### src/rtl/tcore_rx_deframer.sv
// Receive-side XGMII deframer. Takes 64-bit XGMII with SOF already aligned to lane 0, strips the
// preamble/SFD word and emits frame data as a valid/sop/eop/mod word stream. Each frame is
// length-checked, errors are flagged on eop, and frames the RX FIFO cannot take are dropped.
// Pipeline: s1 input register -> one-word hold -> output register (3 cycles br_* to rx_*).
// Optional feature: define RX_DEFRM_STATS_EN to add good_cnt/err_cnt/drop_cnt counter outputs.
`timescale 1ns/1ps

module tcore_rx_deframer #(
  parameter int unsigned MIN_LEN = 64,
  parameter int unsigned MAX_LEN = 1518
) (
  input  logic        xaui_clk,
  input  logic        reset,
  input  logic        rx_en,
  input  logic        fifo_afull,
  input  logic [63:0] br_data,
  input  logic [7:0]  br_ctrl,
  output logic        rx_val,
  output logic        rx_sop,
  output logic        rx_eop,
  output logic [2:0]  rx_mod,
  output logic        rx_err,
  output logic [63:0] rx_data,
  output logic [13:0] rx_len
`ifdef RX_DEFRM_STATS_EN
  ,
  output logic [31:0] good_cnt,
  output logic [31:0] err_cnt,
  output logic [31:0] drop_cnt
`endif
);

  localparam logic [63:0] SofWord = 64'hD555_5555_5555_55FB;
  localparam logic [7:0]  ChStart = 8'hFB;
  localparam logic [7:0]  ChTerm  = 8'hFD;
  localparam logic [13:0] LenMin  = 14'(MIN_LEN);
  localparam logic [13:0] LenMax  = 14'(MAX_LEN);
  localparam logic [13:0] LenSat  = 14'(MAX_LEN + 1);

  typedef enum logic [1:0] {StIdle, StFrame, StDiscard} state_e;

  // Stage 1 registers
  logic [63:0] s1_data_q;
  logic [7:0]  s1_ctrl_q;
  logic        s1_en_q;
  logic        s1_afull_q;

  // FSM and frame accumulation
  state_e      state_q, state_d;
  logic [13:0] flen_q, flen_d;
  logic        ferr_q, ferr_d;

  // One-word hold
  logic        hold_vld_q, hold_vld_d;
  logic        hold_sop_q, hold_sop_d;
  logic        hold_eop_q, hold_eop_d;
  logic        hold_err_q, hold_err_d;
  logic [2:0]  hold_mod_q, hold_mod_d;
  logic [13:0] hold_len_q, hold_len_d;
  logic [63:0] hold_data_q, hold_data_d;

  // Output registers
  logic        out_val_q, out_val_d;
  logic        out_sop_q, out_sop_d;
  logic        out_eop_q, out_eop_d;
  logic        out_err_q, out_err_d;
  logic [2:0]  out_mod_q, out_mod_d;
  logic [13:0] out_len_q, out_len_d;
  logic [63:0] out_data_q, out_data_d;

  // Decode of the s1 word
  logic        is_sof;
  logic        sfd_ok;
  logic        sof_accept;
  state_e      sof_state;
  logic [7:0]  term_vec;
  logic        has_term;
  logic [2:0]  term_lane;
  logic [7:0]  below_mask;
  logic        ctrl_below;
  logic [13:0] len_word;
  logic [13:0] len_term;

  // Register the raw XGMII word plus the SOF-time qualifiers
  always_ff @(posedge xaui_clk) begin
    if (reset) begin
      s1_data_q  <= '0;
      s1_ctrl_q  <= '0;
      s1_en_q    <= 1'b0;
      s1_afull_q <= 1'b0;
    end else begin
      s1_data_q  <= br_data;
      s1_ctrl_q  <= br_ctrl;
      s1_en_q    <= rx_en;
      s1_afull_q <= fifo_afull;
    end
  end

  // Decode SOF/terminate and precompute candidate lengths for the s1 word
  always_comb begin
    is_sof     = s1_ctrl_q[0] && (s1_data_q[7:0] == ChStart);
    sfd_ok     = (s1_ctrl_q == 8'h01) && (s1_data_q == SofWord);
    sof_accept = sfd_ok && s1_en_q && !s1_afull_q;
    if (sof_accept) begin
      sof_state = StFrame;
    end else if (sfd_ok) begin
      sof_state = StDiscard;
    end else begin
      sof_state = StIdle;
    end
    term_vec = '0;
    for (int i = 0; i < 8; i++) begin
      term_vec[i] = s1_ctrl_q[i] && (s1_data_q[8*i +: 8] == ChTerm);
    end
    has_term  = |term_vec;
    term_lane = 3'd0;
    // Lowest FD lane wins
    for (int i = 7; i >= 0; i--) begin
      if (term_vec[i]) begin
        term_lane = 3'(i);
      end
    end
    below_mask = (8'h01 << term_lane) - 8'h01;
    ctrl_below = |(s1_ctrl_q & below_mask);
    len_word   = flen_q + 14'd8;
    len_term   = flen_q + {11'd0, term_lane};
  end

  // Next-state: emit the hold every cycle, then let the FSM decide eop and refill the hold
  always_comb begin
    state_d     = state_q;
    flen_d      = flen_q;
    ferr_d      = ferr_q;
    hold_vld_d  = 1'b0;
    hold_sop_d  = hold_sop_q;
    hold_eop_d  = hold_eop_q;
    hold_err_d  = hold_err_q;
    hold_mod_d  = hold_mod_q;
    hold_len_d  = hold_len_q;
    hold_data_d = hold_data_q;

    out_val_d  = hold_vld_q;
    out_data_d = hold_vld_q ? hold_data_q : '0;
    out_sop_d  = hold_vld_q && hold_sop_q;
    out_eop_d  = hold_vld_q && hold_eop_q;
    out_err_d  = hold_vld_q && hold_eop_q && hold_err_q;
    out_mod_d  = (hold_vld_q && hold_eop_q) ? hold_mod_q : 3'd0;
    out_len_d  = (hold_vld_q && hold_eop_q) ? hold_len_q : 14'd0;

    unique case (state_q)
      StIdle: begin
        if (is_sof) begin
          state_d = sof_state;
          flen_d  = '0;
          ferr_d  = 1'b0;
        end
      end
      StFrame: begin
        if (is_sof) begin
          // Frame cut short by a new SOF: close it as errored, then start over
          if (hold_vld_q) begin
            out_eop_d = 1'b1;
            out_err_d = 1'b1;
            out_mod_d = 3'd0;
            out_len_d = flen_q;
          end
          state_d = sof_state;
          flen_d  = '0;
          ferr_d  = 1'b0;
        end else if (has_term) begin
          state_d = StIdle;
          if (term_lane == 3'd0) begin
            if (hold_vld_q) begin
              out_eop_d = 1'b1;
              out_mod_d = 3'd0;
              out_len_d = flen_q;
              out_err_d = ferr_q || (flen_q < LenMin);
            end
          end else begin
            // Partial FD word carries the eop itself
            hold_vld_d  = 1'b1;
            hold_data_d = s1_data_q;
            hold_sop_d  = (flen_q == 14'd0);
            hold_eop_d  = 1'b1;
            hold_mod_d  = term_lane;
            hold_err_d  = ferr_q || ctrl_below || (len_term < LenMin) || (len_term > LenMax);
            hold_len_d  = (len_term > LenMax) ? LenSat : len_term;
          end
        end else begin
          hold_vld_d  = 1'b1;
          hold_data_d = s1_data_q;
          hold_sop_d  = (flen_q == 14'd0);
          hold_mod_d  = 3'd0;
          if (len_word > LenMax) begin
            // Oversize: this word ends the frame, the rest is discarded
            hold_eop_d = 1'b1;
            hold_err_d = 1'b1;
            hold_len_d = LenSat;
            state_d    = StDiscard;
          end else begin
            hold_eop_d = 1'b0;
            hold_err_d = 1'b0;
            hold_len_d = '0;
            flen_d     = len_word;
            ferr_d     = ferr_q || (|s1_ctrl_q);
          end
        end
      end
      StDiscard: begin
        if (is_sof) begin
          state_d = sof_state;
          flen_d  = '0;
          ferr_d  = 1'b0;
        end else if (has_term) begin
          state_d = StIdle;
        end
      end
      default: state_d = StIdle;
    endcase
  end

  // State, hold and output registers
  always_ff @(posedge xaui_clk) begin
    if (reset) begin
      state_q     <= StIdle;
      flen_q      <= '0;
      ferr_q      <= 1'b0;
      hold_vld_q  <= 1'b0;
      hold_sop_q  <= 1'b0;
      hold_eop_q  <= 1'b0;
      hold_err_q  <= 1'b0;
      hold_mod_q  <= '0;
      hold_len_q  <= '0;
      hold_data_q <= '0;
      out_val_q   <= 1'b0;
      out_sop_q   <= 1'b0;
      out_eop_q   <= 1'b0;
      out_err_q   <= 1'b0;
      out_mod_q   <= '0;
      out_len_q   <= '0;
      out_data_q  <= '0;
    end else begin
      state_q     <= state_d;
      flen_q      <= flen_d;
      ferr_q      <= ferr_d;
      hold_vld_q  <= hold_vld_d;
      hold_sop_q  <= hold_sop_d;
      hold_eop_q  <= hold_eop_d;
      hold_err_q  <= hold_err_d;
      hold_mod_q  <= hold_mod_d;
      hold_len_q  <= hold_len_d;
      hold_data_q <= hold_data_d;
      out_val_q   <= out_val_d;
      out_sop_q   <= out_sop_d;
      out_eop_q   <= out_eop_d;
      out_err_q   <= out_err_d;
      out_mod_q   <= out_mod_d;
      out_len_q   <= out_len_d;
      out_data_q  <= out_data_d;
    end
  end

  assign rx_val  = out_val_q;
  assign rx_sop  = out_sop_q;
  assign rx_eop  = out_eop_q;
  assign rx_err  = out_err_q;
  assign rx_mod  = out_mod_q;
  assign rx_len  = out_len_q;
  assign rx_data = out_data_q;

`ifdef RX_DEFRM_STATS_EN
  logic        drop_evt;
  logic        zero_evt;
  logic        good_evt;
  logic        bad_evt;
  logic [31:0] good_cnt_q;
  logic [31:0] err_cnt_q;
  logic [31:0] drop_cnt_q;

  // Zero-data frames produce no eop, so they are counted directly
  always_comb begin
    drop_evt = is_sof && !sof_accept;
    zero_evt = (state_q == StFrame) && !hold_vld_q &&
               (is_sof || (has_term && (term_lane == 3'd0)));
    good_evt = out_eop_d && !out_err_d;
    bad_evt  = out_eop_d && out_err_d;
  end

  // Frame statistics counters, free-running with natural wrap
  always_ff @(posedge xaui_clk) begin
    if (reset) begin
      good_cnt_q <= '0;
      err_cnt_q  <= '0;
      drop_cnt_q <= '0;
    end else begin
      good_cnt_q <= good_cnt_q + 32'(good_evt);
      err_cnt_q  <= err_cnt_q + 32'(bad_evt) + 32'(zero_evt);
      drop_cnt_q <= drop_cnt_q + 32'(drop_evt);
    end
  end

  assign good_cnt = good_cnt_q;
  assign err_cnt  = err_cnt_q;
  assign drop_cnt = drop_cnt_q;
`endif

endmodule
### config.mk
export PLATFORM = sky130hd
export DESIGN_NAME = tcore_rx_deframer
export DESIGN_NICKNAME = d
export VERILOG_FILES = /design/src/rtl/tcore_rx_deframer.sv
export SDC_FILE = /design/constraint.sdc
export NUM_CORES = 1
export LEC_CHECK = 0
export CELL_PAD_IN_SITES_DETAIL_PLACEMENT = 2
export CELL_PAD_IN_SITES_GLOBAL_PLACEMENT = 2
export CORE_MARGIN = 2
export CORE_UTILIZATION = 32
export CTS_CLUSTER_DIAMETER = 200
export DETAILED_ROUTE_END_ITERATION = 8
export HOLD_SLACK_MARGIN = 0.1
export PLACE_DENSITY_LB_ADDON = 0.05
export SETUP_SLACK_MARGIN = 0.15
export SYNTH_ARGS = -nofsm -noshare
export SYNTH_HDL_FRONTEND = slang
export SYNTH_SLANG_ARGS = --single-unit
### constraint.sdc
create_clock -name xaui_clk -period 2.8 [get_ports xaui_clk]
set_input_delay 0.28 -clock xaui_clk [delete_from_list [all_inputs] [get_ports xaui_clk]]
set_output_delay 0.28 -clock xaui_clk [all_outputs]
set_load 0.005 [all_outputs]
Word level (Yosys, flattened, before mapping) --
Cells that the tools add are included.
Cells by class: add/subtract/negate cells 3, magnitude comparators 4, equality and inequality tests 20, shift-type cells 1, multiplexer cells 67, bitwise logic cells 4, reduce and logical (&&, ||, !) cells 34
Operators by type and width (number):
- $mux 14 | 13
- $mux 64 | 2
- $eq 8x8->1 const B | 9
- $eq 64x64->1 const B | 1
- $mux 3 | 16
- $gt 14x11->1 const B | 2
- $lt 14x7->1 const B | 2
- $pmux 14 s2 | 1
- $mux 1 | 24
- $reduce_or 8->1 | 3
- $mux 2 | 8
- $logic_and 1x1->1 | 15
- $add 14x3->14 | 1
- $add 14x4->14 const B | 1
- $logic_not 14->1 | 1
- $mux 11 | 1
- $ne 3x3->1 const B | 3
- $and 8x8->8 | 1
- $eq 8x1->1 const B | 1
- $shl 1x3->8 const A | 1
- $sub 8x1->8 const B | 1
- $pmux 2 s3 | 1
- $reduce_and 3->1 | 2
- $logic_or 1x1->1 | 5
- 14 further kinds | 18
Word-level totals: flip-flop bits (word level) 261, input bits 76, output and inout bits 85, logic and storage cells 154

Longest topological paths before layout --
word-level depth 19, gate-level depth with buffers 13, gate-level depth less buffers 13

Least setup slack after synthesis --
No wires, ideal clock.
path type register -> register, from reg s1_ctrl_q[0], to reg hold_err_q, library setup time 137 ps, arrival time 2431 ps, slack 231 ps, stages on the path, launching flop included 13, path buffers 1, clock period less this slack 2569 ps, cells stage by stage dfxtp_1 -> nand4_1 -> nor4_2 -> or2_2 -> clkbuf_1 -> nand2b_1 -> nand2_1 -> ha_1 -> o21a_1 -> a221oi_1 -> nand4_1 -> nor4b_1 -> a31oi_1
On the way: cells in the longest elaborated chain, start to end 11, elaborated cells on any way between the ends 20, those cells by class add/sub: 2; order compare: 2; eq/ne: 1; shift: 1; mux: 3; bitwise: 2; reduce/logical: 9
Ends and longest elaborated chain:
- start: declaration | line 44 | logic [7:0] s1_ctrl_q;
- start signal: assignment | line 93 | s1_ctrl_q <= br_ctrl;
- parallel branches: the longest is 11 deep, another holds $add 14x3->14
- end signal: assignment | line 249 | hold_err_q <= hold_err_d;
- end: declaration | line 57 | logic hold_err_q, hold_err_d;
Several ways; the timed one is not identified. The select of a mux whose other input is x is not followed. A chain may end at the register's enable or synchronous reset.

Final worst setup path --
from reg s1_data_q[41], to reg hold_err_q
On the way: cells in the longest elaborated chain, start to end 17, elaborated cells on any way between the ends 24, those cells by class add/sub: 2; order compare: 2; eq/ne: 2; shift: 1; mux: 8; bitwise: 1; reduce/logical: 8
Ends and longest elaborated chain:
- start: declaration | line 43 | logic [63:0] s1_data_q;
- start signal: assignment | line 92 | s1_data_q <= br_data;
- $eq 8x8->1 (*) | line 113 | term_vec[i] = s1_ctrl_q[i] && (s1_data_q[8*i +: 8] == ChTerm);
- $logic_and 1x1->1 (*) | line 113
- parallel branches: the longest is 15 deep, another holds $add 14x3->14
Mark *: on every way between the ends. The select of a mux whose other input is x is not followed.

==> results.sh <==
export IMPL_finalPower_mw=7.50
export IMPL_synth_edf_count=0
export IMPL_p_leak_nw=4.57
export IMPL_synthArstFlopShare=0
export IMPL_port_buffers=160
export IMPL_wirelength_microns=28300
export IMPL_nFillCells=3046
export IMPL_die_x_microns=173
export IMPL_cts_tree="built"
export IMPL_hpwl_microns=19400
export IMPL_endpoint_kind="register"
export IMPL_antenna_left=0
export IMPL_htree_levels=1
export IMPL_synth_cells=982
export IMPL_dr_total_vias=7562
export IMPL_maxCapViolCount=0
export IMPL_synth_seq_cells=258
export IMPL_yosysTopAreaCell="dfxtp_1"
export IMPL_path_class="reg2reg"
export IMPL_ys_top_cells_by_count="dfxtp_1 (258), nand2_1 (183), a21oi_1 (103)"
export IMPL_rows=61
export IMPL_drt_iter0_markers=306
export IMPL_period_share=0.936
export IMPL_dr_pass1_iters=4
export IMPL_critPathRequiredTime_ps=3180
export IMPL_multi_input_area_sq_um=3780
export IMPL_initial_core_util=0.327
export IMPL_tightest_slew_ps=1100
export IMPL_period_needed_ps=2620
export IMPL_fin_worst_skew_ps=22.1
export IMPL_ys_warnings_count=0
export IMPL_synth_top_area_share=0.566
export IMPL_p_per_area_nw_per_um2=601
export IMPL_area_growth_pct=36.9
export IMPL_ff_latch_area_sq_um=5170
export IMPL_layout_setup_ws_ps=181
export IMPL_grt_max_degree=102
export IMPL_grt_overflow=0
export IMPL_hold_viol=0
export IMPL_synth_cell_types=66
export IMPL_place_inst=1515
export IMPL_report_final_slew_viol_count=0
export IMPL_relSlewSlack=0.265
export IMPL_clk_latency_ps=540
export IMPL_seq_area_frac_synth=0.566
export IMPL_rsz0062_at_grt="true"
export IMPL_vias_per_cell=4.80
export IMPL_die_h_microns=173
export IMPL_route_detailed_drc=0
export IMPL_synth_cell_area_sq_um=9130
export IMPL_worst_endpoint_arrival_ps=3000
export IMPL_netlist_top_cells_area="dfxtp_1 (57%), nand2_1 (7.5%), a21oi_1 (5.6%), and2_1 (5.5%), nor2b_1 (5.2%)"
export IMPL_hold_slack_ps=169
export IMPL_core_sq_um=27900
export IMPL_finalSetupViolCount=0
export IMPL_clockRootBuffer="clkbuf_16"
export IMPL_track_usage=0.188
export IMPL_crit_fanout=4
export IMPL_cts_buffers=28
export IMPL_synth_most_common_cell="dfxtp_1"
export IMPL_syn_avg_cell_area_sq_um=9.30
export IMPL_grt_pass1_wl_microns=45500
export IMPL_fmax_mhz=382
export IMPL_grt_pass1_vias=8259
export IMPL_hold_class="in2reg"
export IMPL_peakVddDrop_mv=0.393
export IMPL_drive_above_1_share=0.131
export IMPL_status="finished, final reports clean"
export IMPL_ios=161
export IMPL_dp_slack_ps=-83.5
export IMPL_cts_path_max_buffers=3
export IMPL_fin_cells=1576
export IMPL_cp_start_kind="register"
export IMPL_routedWlPerCell_microns=18.0
export IMPL_cts_sinks=258
export IMPL_synth_main_ff_cell="dfxtp_1"
export IMPL_syn_num_nets=1062
export IMPL_gp_congestion=0.796
export IMPL_clk_pin_slew_ps=60
export IMPL_die_area_sq_um=29900
export IMPL_grt_antenna_before_repair=0
export IMPL_finalNetCount=1260
export IMPL_cts_hold_buffers=0
export IMPL_tns_ps=0
==> routing by layer <==
layer  global-route usage  up-vias  part of all wire
li1                     -     3684                 -
met1                0.241     3713              0.46
met2                0.335      131              0.49
met3               0.0277       34             0.034
met4               0.0395        0             0.017
met5                    0        -                 0
==> state kept, by name, indices dropped and copies added (netlist names), 2 cells and up <==
name	flops
flen_q	11
rx_len	14
hold_mod_q	3
rx_mod	3
hold_len_q	14
hold_data_q	64
rx_data	64
s1_data_q	64
state_q	2
s1_ctrl_q	8
==> cells in the final DEF, fill, tap and decap left out, types with 5 or more instances in the layout <==
cell,instances
clkbuf_8,8
and3_1,7
nor4_1,7
nand3_1,31
a32o_1,8
nand2b_1,7
o211ai_1,5
nand2_1,181
and2_1,80
nand4_1,13
clkdlybuf4s50_1,159
inv_1,9
nor2b_1,76
dfxtp_2,7
nor2_1,22
dfxtp_1,251
o21ai_0,9
a31oi_1,10
a21oi_1,102
nor3_1,11
buf_4,65
clkbuf_16,28
clkbuf_1,6
==> worst paths after layout <==
check / startpoint / to / slack [ps] / depth (start not counted)
max: s1_data_q[41] / hold_err_q / 180 / 13
min: reset / hold_len_q[4] / 170 / 3
max reg2reg: s1_data_q[41] / hold_err_q / 180 / 13
min reg2reg: hold_data_q[32] / hold_data_q[32] / 450 / 2
==> worst max-delay path: stages, from the launching register on <==
cell,delay (ps)
dfxtp_2,310
nand4b_1,210
or3_4,420
a21boi_4,150
o21ai_1,150
a21o_1,180
nand2_2,80
nand2_2,80
ha_4,120
inv_2,30
a221oi_2,240
nand4_1,140
nor4b_2,240
a31oi_1,120
==> layout make-up <==
cell class / instances / area share
diodes: 1 / 0.000200
flip-flops and latches: 258 / 0.414
inverters: 11 / 0.00330
repair buffers: 228 / 0.171
multi-input cells: 653 / 0.303
clock buffers: 42 / 0.0667
clock inverters: 5 / 0.00361
well taps: 378 / 0.0379
==> kinds of logic (layout without fill, tap and decap cells) <==
logic type,after synthesis,in the layout,synth area share
other cells,1,2,0.000411
xor+xnor,6,6,0.00576
compound gates,161,161,0.107
fa+ha+maj,4,4,0.00548
simple gates,481,481,0.284
flops,258,258,0.566
buf+inv,71,286,0.0325
==> what timing repair did <==
action                                  in CTS  in global routing
resized for setup                           15                 20
pin swaps                                    9                 22
endpoints found under the setup margin       8                 19
setup buffers                                2                 11
==> metrics by stage <==
step | instance area [sq um] | util
2_1_floorplan | 9130 | -
3_3_place_gp | 11400 | 0.408
3_5_place_dp | 11400 | 0.408
4_1_cts | 12300 | 0.442
5_1_grt | 12500 | 0.447
6_report | 12500 | 0.447
==> power by group <==
part | leakage [nW] | internal [mW] | switching [mW] | total (mW)
clock | 0.431 | 2.04 | 1.45 | 3.50
sequential | 2.10 | 3.73 | 0.0423 | 3.77
combinational | 2.04 | 0.140 | 0.0962 | 0.236
Note: power is estimated with default switching activity, not from simulation.
